[config.mk]
export PLATFORM = sky130hd
export DESIGN_NAME = chrono_time_counter
export DESIGN_NICKNAME = d
export VERILOG_FILES = /design/src/rtl/chrono_time_counter.sv
export SDC_FILE = /design/constraint.sdc
export NUM_CORES = 1
export LEC_CHECK = 0
export ABC_AREA = 1
export CORE_ASPECT_RATIO = 2
export CORE_MARGIN = 1
export CORE_UTILIZATION = 35
export DETAILED_ROUTE_END_ITERATION = 8
export GPL_TIMING_DRIVEN = 1
export PLACE_DENSITY = 0.52
export RECOVER_POWER = 50
export SYNTH_ARGS = -nofsm -noshare
export SYNTH_HDL_FRONTEND = slang
export SYNTH_SLANG_ARGS = --single-unit
[constraint.sdc]
create_clock -name clk -period 2 [get_ports clk]
set_input_delay 0.2 -clock clk [delete_from_list [all_inputs] [get_ports clk]]
set_output_delay 0.2 -clock clk [all_outputs]
set_load 0.02 [all_outputs]
[src/rtl/chrono_time_counter.sv]
// Chronometer time accumulator: BCD MM:SS.cc counter with run/pause/clear control,
// lap-hold display freeze and start/stop handshake to the tick generator.
module chrono_time_counter #(
  parameter int unsigned PRESCALE  = 1,
  parameter int unsigned MIN_LIMIT = 59
) (
  input  logic       clk,
  input  logic       rst,
  input  logic       tick,
  input  logic       start_stop,
  input  logic       clear,
  input  logic       lap,
  output logic       gen_start,
  output logic       gen_stop,
  output logic       running,
  output logic       hold,
  output logic       wrap,
  output logic [3:0] min_t,
  output logic [3:0] min_o,
  output logic [3:0] sec_t,
  output logic [3:0] sec_o,
  output logic [3:0] cs_t,
  output logic [3:0] cs_o
);

  localparam int unsigned PW = 8;
  localparam logic [PW-1:0] PRESC_LAST = PW'(PRESCALE - 1);
  localparam logic [3:0] MIN_LIM_T = 4'(MIN_LIMIT / 10);
  localparam logic [3:0] MIN_LIM_O = 4'(MIN_LIMIT % 10);

  typedef enum logic [1:0] {
    IDLE    = 2'd0,
    RUNNING = 2'd1,
    PAUSED  = 2'd2
  } state_e;

  typedef struct packed {
    logic [3:0] min_t;
    logic [3:0] min_o;
    logic [3:0] sec_t;
    logic [3:0] sec_o;
    logic [3:0] cs_t;
    logic [3:0] cs_o;
  } bcd_time_t;

  state_e          state_q, state_d;
  bcd_time_t       live_q, live_d;
  bcd_time_t       snap_q, snap_d;
  logic [PW-1:0]   presc_q, presc_d;
  logic            hold_q, hold_d;
  logic            wrap_q, wrap_d;
  logic            gen_start_q, gen_start_d;
  logic            gen_stop_q, gen_stop_d;
  logic            running_q, running_d;

  bcd_time_t       live_inc;
  logic            at_max;

  // BCD ripple increment of the live count; wraps to zero past MIN_LIMIT:59.99
  always_comb begin
    live_inc = live_q;
    at_max   = 1'b0;
    if (live_q.cs_o != 4'd9) begin
      live_inc.cs_o = live_q.cs_o + 4'd1;
    end else begin
      live_inc.cs_o = 4'd0;
      if (live_q.cs_t != 4'd9) begin
        live_inc.cs_t = live_q.cs_t + 4'd1;
      end else begin
        live_inc.cs_t = 4'd0;
        if (live_q.sec_o != 4'd9) begin
          live_inc.sec_o = live_q.sec_o + 4'd1;
        end else begin
          live_inc.sec_o = 4'd0;
          if (live_q.sec_t != 4'd5) begin
            live_inc.sec_t = live_q.sec_t + 4'd1;
          end else begin
            live_inc.sec_t = 4'd0;
            if (live_q.min_t == MIN_LIM_T && live_q.min_o == MIN_LIM_O) begin
              live_inc = '0;
              at_max   = 1'b1;
            end else if (live_q.min_o != 4'd9) begin
              live_inc.min_o = live_q.min_o + 4'd1;
            end else begin
              live_inc.min_o = 4'd0;
              live_inc.min_t = live_q.min_t + 4'd1;
            end
          end
        end
      end
    end
  end

  // Control FSM next-state, lap hold and prescaled counting
  always_comb begin
    state_d     = state_q;
    live_d      = live_q;
    snap_d      = snap_q;
    presc_d     = presc_q;
    hold_d      = hold_q;
    wrap_d      = 1'b0;
    gen_start_d = 1'b0;

    if (clear) begin
      state_d = IDLE;
      live_d  = '0;
      snap_d  = '0;
      presc_d = '0;
      hold_d  = 1'b0;
    end else begin
      if (start_stop) begin
        case (state_q)
          RUNNING: state_d = PAUSED;
          default: begin
            state_d     = RUNNING;
            gen_start_d = 1'b1;
          end
        endcase
      end else if (lap && state_q == RUNNING) begin
        if (hold_q) begin
          hold_d = 1'b0;
        end else begin
          snap_d = live_q;
          hold_d = 1'b1;
        end
      end

      // Qualification uses the current state, so a resume-cycle tick is dropped
      if (tick && state_q == RUNNING) begin
        if (presc_q == PRESC_LAST) begin
          presc_d = '0;
          live_d  = live_inc;
          wrap_d  = at_max;
        end else begin
          presc_d = presc_q + PW'(1);
        end
      end
    end

    running_d  = (state_d == RUNNING);
    gen_stop_d = (state_d != RUNNING);
  end

  always_ff @(posedge clk) begin
    if (rst) begin
      state_q     <= IDLE;
      live_q      <= '0;
      snap_q      <= '0;
      presc_q     <= '0;
      hold_q      <= 1'b0;
      wrap_q      <= 1'b0;
      gen_start_q <= 1'b0;
      gen_stop_q  <= 1'b1;
      running_q   <= 1'b0;
    end else begin
      state_q     <= state_d;
      live_q      <= live_d;
      snap_q      <= snap_d;
      presc_q     <= presc_d;
      hold_q      <= hold_d;
      wrap_q      <= wrap_d;
      gen_start_q <= gen_start_d;
      gen_stop_q  <= gen_stop_d;
      running_q   <= running_d;
    end
  end

  assign gen_start = gen_start_q;
  assign gen_stop  = gen_stop_q;
  assign running   = running_q;
  assign hold      = hold_q;
  assign wrap      = wrap_q;

  // Display view: frozen snapshot while held, otherwise the live count
  assign {min_t, min_o, sec_t, sec_o, cs_t, cs_o} = hold_q ? snap_q : live_q;

endmodule
==> results of run 1 <==
## report_power, final
group | internal [W] | switching [W]
sequential | 0.00127 | 0.00000507
clock | 0.000990 | 0.000576
combinational | 0.0000335 | 0.0000642
total | 0.00229 | 0.000645
## worst min path at each step
stage / from / slack [ps] / end / depth (start not counted)
global placement: snap_q[16] / 440 / snap_q[16] / 2
CTS: rst / 430 / state_q[1] / 2
floorplan: rst / 270 / state_q[1] / 1
global route: rst / 450 / state_q[1] / 2
finish: rst / 410 / state_q[1] / 2
detailed placement: snap_q[16] / 450 / snap_q[16] / 2
## metrics by stage
stage	setup TNS, ps	hold slack [ps]
2_1_floorplan	0	272
3_3_place_gp	0	441
3_5_place_dp	0	447
4_1_cts	0	428
5_1_grt	-0.783	448
6_report	0	415
## cells in the mapped netlist (2+ instances only)
master,count,area [um2]
a21oi_1,29,145
nand2_1,112,420
ha_1,6,75.1
inv_1,45,169
xor2_1,5,43.8
o21ai_0,49,245
clkbuf_1,9,33.8
nor3_1,2,10.0
nor2_4,8,90.1
nor2_1,79,297
nand4_1,5,31.3
dfxtp_1,63,1260
inv_2,2,7.51
nand2_4,2,22.5
nor2_2,4,25.0
o21ai_1,8,40.0
nand3_1,30,150
buf_4,3,22.5
nand2_2,6,37.5
buf_2,4,20.0
## per-layer routing
| metal | up-vias | wire (um) | track usage |
|---|---|---|---|
| met1 | 1333 | 3310 | 0.196 |
| met4 | 0 | 138 | 0.0789 |
| li1 | 1601 | - | - |
| met3 | 9 | 239 | 0.0334 |
| met2 | 47 | 3870 | 0.304 |
| met5 | - | 0 | 0 |
## flip-flops by register name (all words and copies together), names as in the netlist
name	flops
gen_stop	1
hold	1
wrap	1
snap_q	24
live_q	24
presc_q	8
running	1
gen_start	1
state_q	2
## layout make-up
class                      instances  area [um2]  area share
tap                              102         128      0.0319
multi-input combinational        352        1700       0.425
timing repair buffer              42         424       0.106
clock inverter                     6        60.1      0.0150
clock buffer                      10         239      0.0597
sequential                        63        1260       0.315
inverter                          49         189      0.0472
## cells by family (layout without fill, tap and decap cells)
logic type	Yosys count	in the layout
buf+inv	65	107
fa+ha+maj	6	6
simple gates	252	252
flops	63	63
xor+xnor	6	6
compound gates	88	88
## what timing repair did
item                                    in CTS  in global routing
endpoints found under the setup margin       5                 10
pin swaps                                    0                  0
gates resized for setup                      5                 10
endpoints found under the hold margin        0                  0
==> results.md, run 1 <==
- Reg-to-reg startpoint: presc_q[0]
- Netlist cell types: 29
- Setup CP Type: reg -> out
- Routed Antenna Nets: 0
- CP bufs+invs: 2
- Worst-path clk slew: around 50 ps
- Synthesized flop and latch total: 63
- Skew final: 8.76 ps
- Crit path max-delay family: buffers and inverters
- Placement Cell Area: 3700 um2
- Leak pwr: 1.68 nW
- Drt pass-1 iters: 4
- Detail Placement HPWL: between 5000 and 6000 um
- Commonest non-fill, non-tap cell in the layout: nand2_1
- GRT Resource Usage Total: 0.171
- Critical Path End Type: output port
- 1st-iter DRT viols: 139
- Layout Utilization: 0.447
- FFs w/ async S/R, synth: 0
- Setup WS post-layout: 60.8 ps
- Overall power: 0.00293 W
- XOR/XNOR Fraction of Synth Area: 0.0162
- CTS root buffer: clkbuf_16
- # rows: 49
- Largest net degree at the start of global routing: 35
- Setup Fix Bufs, Post-CTS: 0
- Die Height: 138 um
- Capture point of the worst reg-to-reg path: presc_q[6]
- Core Box Area: 8950 um2
- R2R setup slack: 330 ps
- Commonest non-fill, non-tap cells in the layout: nand2_1, nor2_1, dfxtp_1
- Register area share after synthesis: 0.390
- Max Cap Violations: 0
- Tightest Pin Transition: 518 ps
- Compound-Gate Fraction of Synth Area: 0.138
- Levels on crit path: 3
- DR vias: approximately 3.0k
- Crit-path max FO: 34
- EDFF count, synth: 0
- Area added between synthesis and finish: 23.7%
- Critical path data required time: 1800 ps
- Worst-Skew Late Latency: 330 ps
- Non-filler cells, final: 624
- Synthesis Warnings: 0
- Ports: 35
- Filler cells: 943
- DR DRC count: 0
- Mapped Avg Cell Area: 6.74 um2
- Routed wire per std cell: 12.1 um
- CP cell instances: buf_12, o21ai_0, clkdlybuf4s50_1
- Global-route wire length before repair: 12900 um
- Dpl ws: 298 ps
- Layout Nets: about 530
- Mux contribution to synthesized area: 0
- Initial antenna violation count: 0
- Fmax: 0.516 GHz
- H-Tree Depth: 3
- Simple-gate share of the synthesized area: 0.351
- TritonCTS sink count: 63
- Worst rel slew slack: 0.655
- Cells after synthesis: 480
- Final Max Tran Viols: 0
- Status: finished, final reports clean
- Top FF cell, synth: dfxtp_1
- Worst path max stage delay: 650 ps
- Port Buffers: 34
- CTS tree: yes
- Setup crit end: cs_t[1]
- Worst vdd ir: 740 uV
- Adder-cell share of the synthesized area: 0.0232
- Die width: 70.0 um
- Syn_nets: 492
- Remaining Overflow, GRT: 0
- CP arrival: roughly 1700 ps
- Hold_buf cts: 0
- Synthesized area: 3240 um2
- Post-route cell area: 4000 um2
- CTS Buf Count: 9
- Power per cell area: 733 nW/um2
- Nature of the critical path startpoint: flop
- Dpl cells: 608
- Gpl congestion: ~0.77
- Worst Hold Class: in -> reg
- Routed WL: 7550 um
- Die ar.: just under 10000 um2
- Tmin final: 1940 ps
- Starting Density: 0.361
- Start point of the critical path: hold
- DR vias/cell: 4.79
- Slowest-stage cell, CP: clkdlybuf4s50_1
- Largest family of logic cells by synthesized area: simple AND/OR/NAND/NOR gates
- Layout cell share with drive strength beyond 1: 0.0920
- Hold Fails Final Rpt: 0
- Period utilization: 0.970
- Number of setup violations in the final report: 0
- Antenna diodes: 0
- FF-to-FF path depth: 8
- Vias in the first global route: 2844
- Clock Path Buffers: 2
No activity file was read; power rests on OpenSTA's default activity.
==> run 2: changes to the inputs <==
--- a/config.mk
+++ b/config.mk
@@ -11,7 +11,7 @@
 export CORE_UTILIZATION = 35
 export DETAILED_ROUTE_END_ITERATION = 8
 export GPL_TIMING_DRIVEN = 1
-export PLACE_DENSITY = 0.52
+export PLACE_DENSITY = 0.59
 export RECOVER_POWER = 50
 export SYNTH_ARGS = -nofsm -noshare
 export SYNTH_HDL_FRONTEND = slang
==> results.md, run 2 (synthesized netlist as in run 1, its figures left out) <==
- Number of setup violations in the final report: 0 (unchanged)
- CTS Buf Count: 9 (unchanged)
- Non-filler cells, final: 623 (-0.16%)
- # rows: 49 (unchanged)
- CTS root buffer: clkbuf_16
- Met2 wire length: 3970 um (+2.7%)
- Status: finished, final reports clean
- Die width: 70.0 um (unchanged)
- Setup WS post-layout: 72.8 ps (+12.0 ps)
- Worst-Skew Late Latency: 330 ps (about the same)
- Initial antenna violation count: 0 (unchanged)
- Largest net degree at the start of global routing: 45 (+29%)
- Routed Antenna Nets: 0 (unchanged)
- Routed WL: 7650 um (+1.3%)
- Dpl ws: 332 ps (+33.5 ps)
- Critical Path End Type: output port
- Die ar.: 9660 um2 (unchanged)
- Max Cap Violations: 0 (unchanged)
- Starting Density: 0.361 (unchanged)
- Core Box Area: 8950 um2 (unchanged)
- Period utilization: 0.964 (-0.00601)
- TritonCTS sink count: 63 (unchanged)
- Setup CP Type: reg -> out
- Critical path data required time: 1800 ps (about the same)
- Commonest non-fill, non-tap cell in the layout: nand2_1
- Detail Placement HPWL: 5620 um (+1.1%)
- Commonest non-fill, non-tap cells in the layout: nand2_1, nor2_1, dfxtp_1
- Drt pass-1 iters: 4 (unchanged)
- Hold_buf cts: 0 (unchanged)
- R2R setup slack: 470 ps (+140 ps)
- Vias in the first global route: 2856 (+0.42%)
- DR vias: 3049 (+2.0%)
- Dpl cells: 607 (-0.16%)
- DR vias/cell: 4.89 (+2.1%)
- DR DRC count: 0 (unchanged)
- CP arrival: 1730 ps (about the same)
- Fmax: 0.519 GHz (+0.62%)
- Biggest regs: live_q x24, snap_q x24, presc_q x8
- Remaining Overflow, GRT: 0 (unchanged)
- Layout cell share with drive strength beyond 1: 0.0883 (-0.00366)
- Routed wire per std cell: 12.3 um (+1.5%)
- Hold Fails Final Rpt: 0 (unchanged)
- Hold WS: 417 ps (+2.42 ps)
- Nature of the critical path startpoint: flop
- Placement Cell Area: 3690 um2 (-0.20%)
- Clock Path Buffers: 2 (unchanged)
- Worst-path clk slew: 50 ps (about the same)
- Layout Nets: 528 (-0.19%)
- WL met3: 237 um (-0.84%)
- Ports: 35 (unchanged)
- Leak pwr: 1.82 nW (+8.4%)
- Power per cell area: 733 nW/um2 (about the same)
- Worst vdd ir: 567 uV (-23%)
- Worst Hold Class: in -> reg
- Port Buffers: 34 (unchanged)
- Global-route wire length before repair: 13000 um (+0.16%)
- Final Max Tran Viols: 0 (unchanged)
- Gpl congestion: 0.888 (+15%)
- Tightest Pin Transition: 681 ps (+163 ps)
- Unrepaired setup endpoints after global routing: no
- Post-route cell area: 4040 um2 (+0.91%)
- GRT Resource Usage Total: 0.172 (+0.000642)
- Tmin final: 1930 ps (-12.0 ps)
- Area added between synthesis and finish: 24.8%
- Worst rel slew slack: 0.546 (-0.109)
- Top layer in use: met4
- H-Tree Depth: 3 (unchanged)
- Fin Setup TNS: 0 ps (unchanged)
- Antenna diodes: 0 (unchanged)
- Setup Fix Bufs, Post-CTS: 0 (unchanged)
- Crit-path max FO: 44 (+29%)
- 1st-iter DRT viols: 157 (+13%)
- M1 WL: 3130 um (-5.4%)
- Skew final: 6.71 ps (-2.05 ps)
- Die Height: 138 um (unchanged)
- CTS tree: yes
## run 2: final timing paths
path	from	end	cells after the start
setup reg to reg	presc_q[0]	live_q[17]	10
hold reg to reg	snap_q[16]	snap_q[16]	2
hold / removal	rst	state_q[1]	2
setup / recovery	hold	min_o[3]	3
## run 2: through the flow
step,power (W),util
after floorplan,0.00136,-
after global placement,0.00140,0.413
after detailed placement,0.00140,0.413
after CTS,0.00301,0.447
after global routing,0.00306,0.451
final,0.00296,0.451
## run 2: repair_timing
action | 4_1_cts | 5_1_grt
hold endpoints to repair | 0 | 0
gates resized for setup | 2 | 18
pin swaps | 0 | 0
setup endpoints to repair | 2 | 18
## run 2: worst max-delay path: stages, from the launching register on
cell and delay (ps):
dfxtp_1 330, buf_12 170, o21ai_0 240, clkdlybuf4s50_1 650
## run 2: per-layer routing
layer  global-route usage  vias to the layer above
met3               0.0363                       25
met2                0.307                       60
met1                0.179                     1359
met5                    0                        -
li1                     -                     1605
met4                0.114                        0
## run 2: power breakdown
group	total (W)	switching [W]	internal (W)
Combinational	0.0000965	0.0000640	0.0000325
Clock	0.00159	0.000534	0.00106
Sequential	0.00127	0.00000481	0.00127
## run 2: final cells by class
type | count | area, um2
tap | 102 | 128
clock buffer | 13 | 270
inverter | 49 | 189
multi-input combinational | 352 | 1710
sequential | 63 | 1260
fill | 916 | 4910
clock inverter | 3 | 40.0
timing repair buffer | 41 | 442
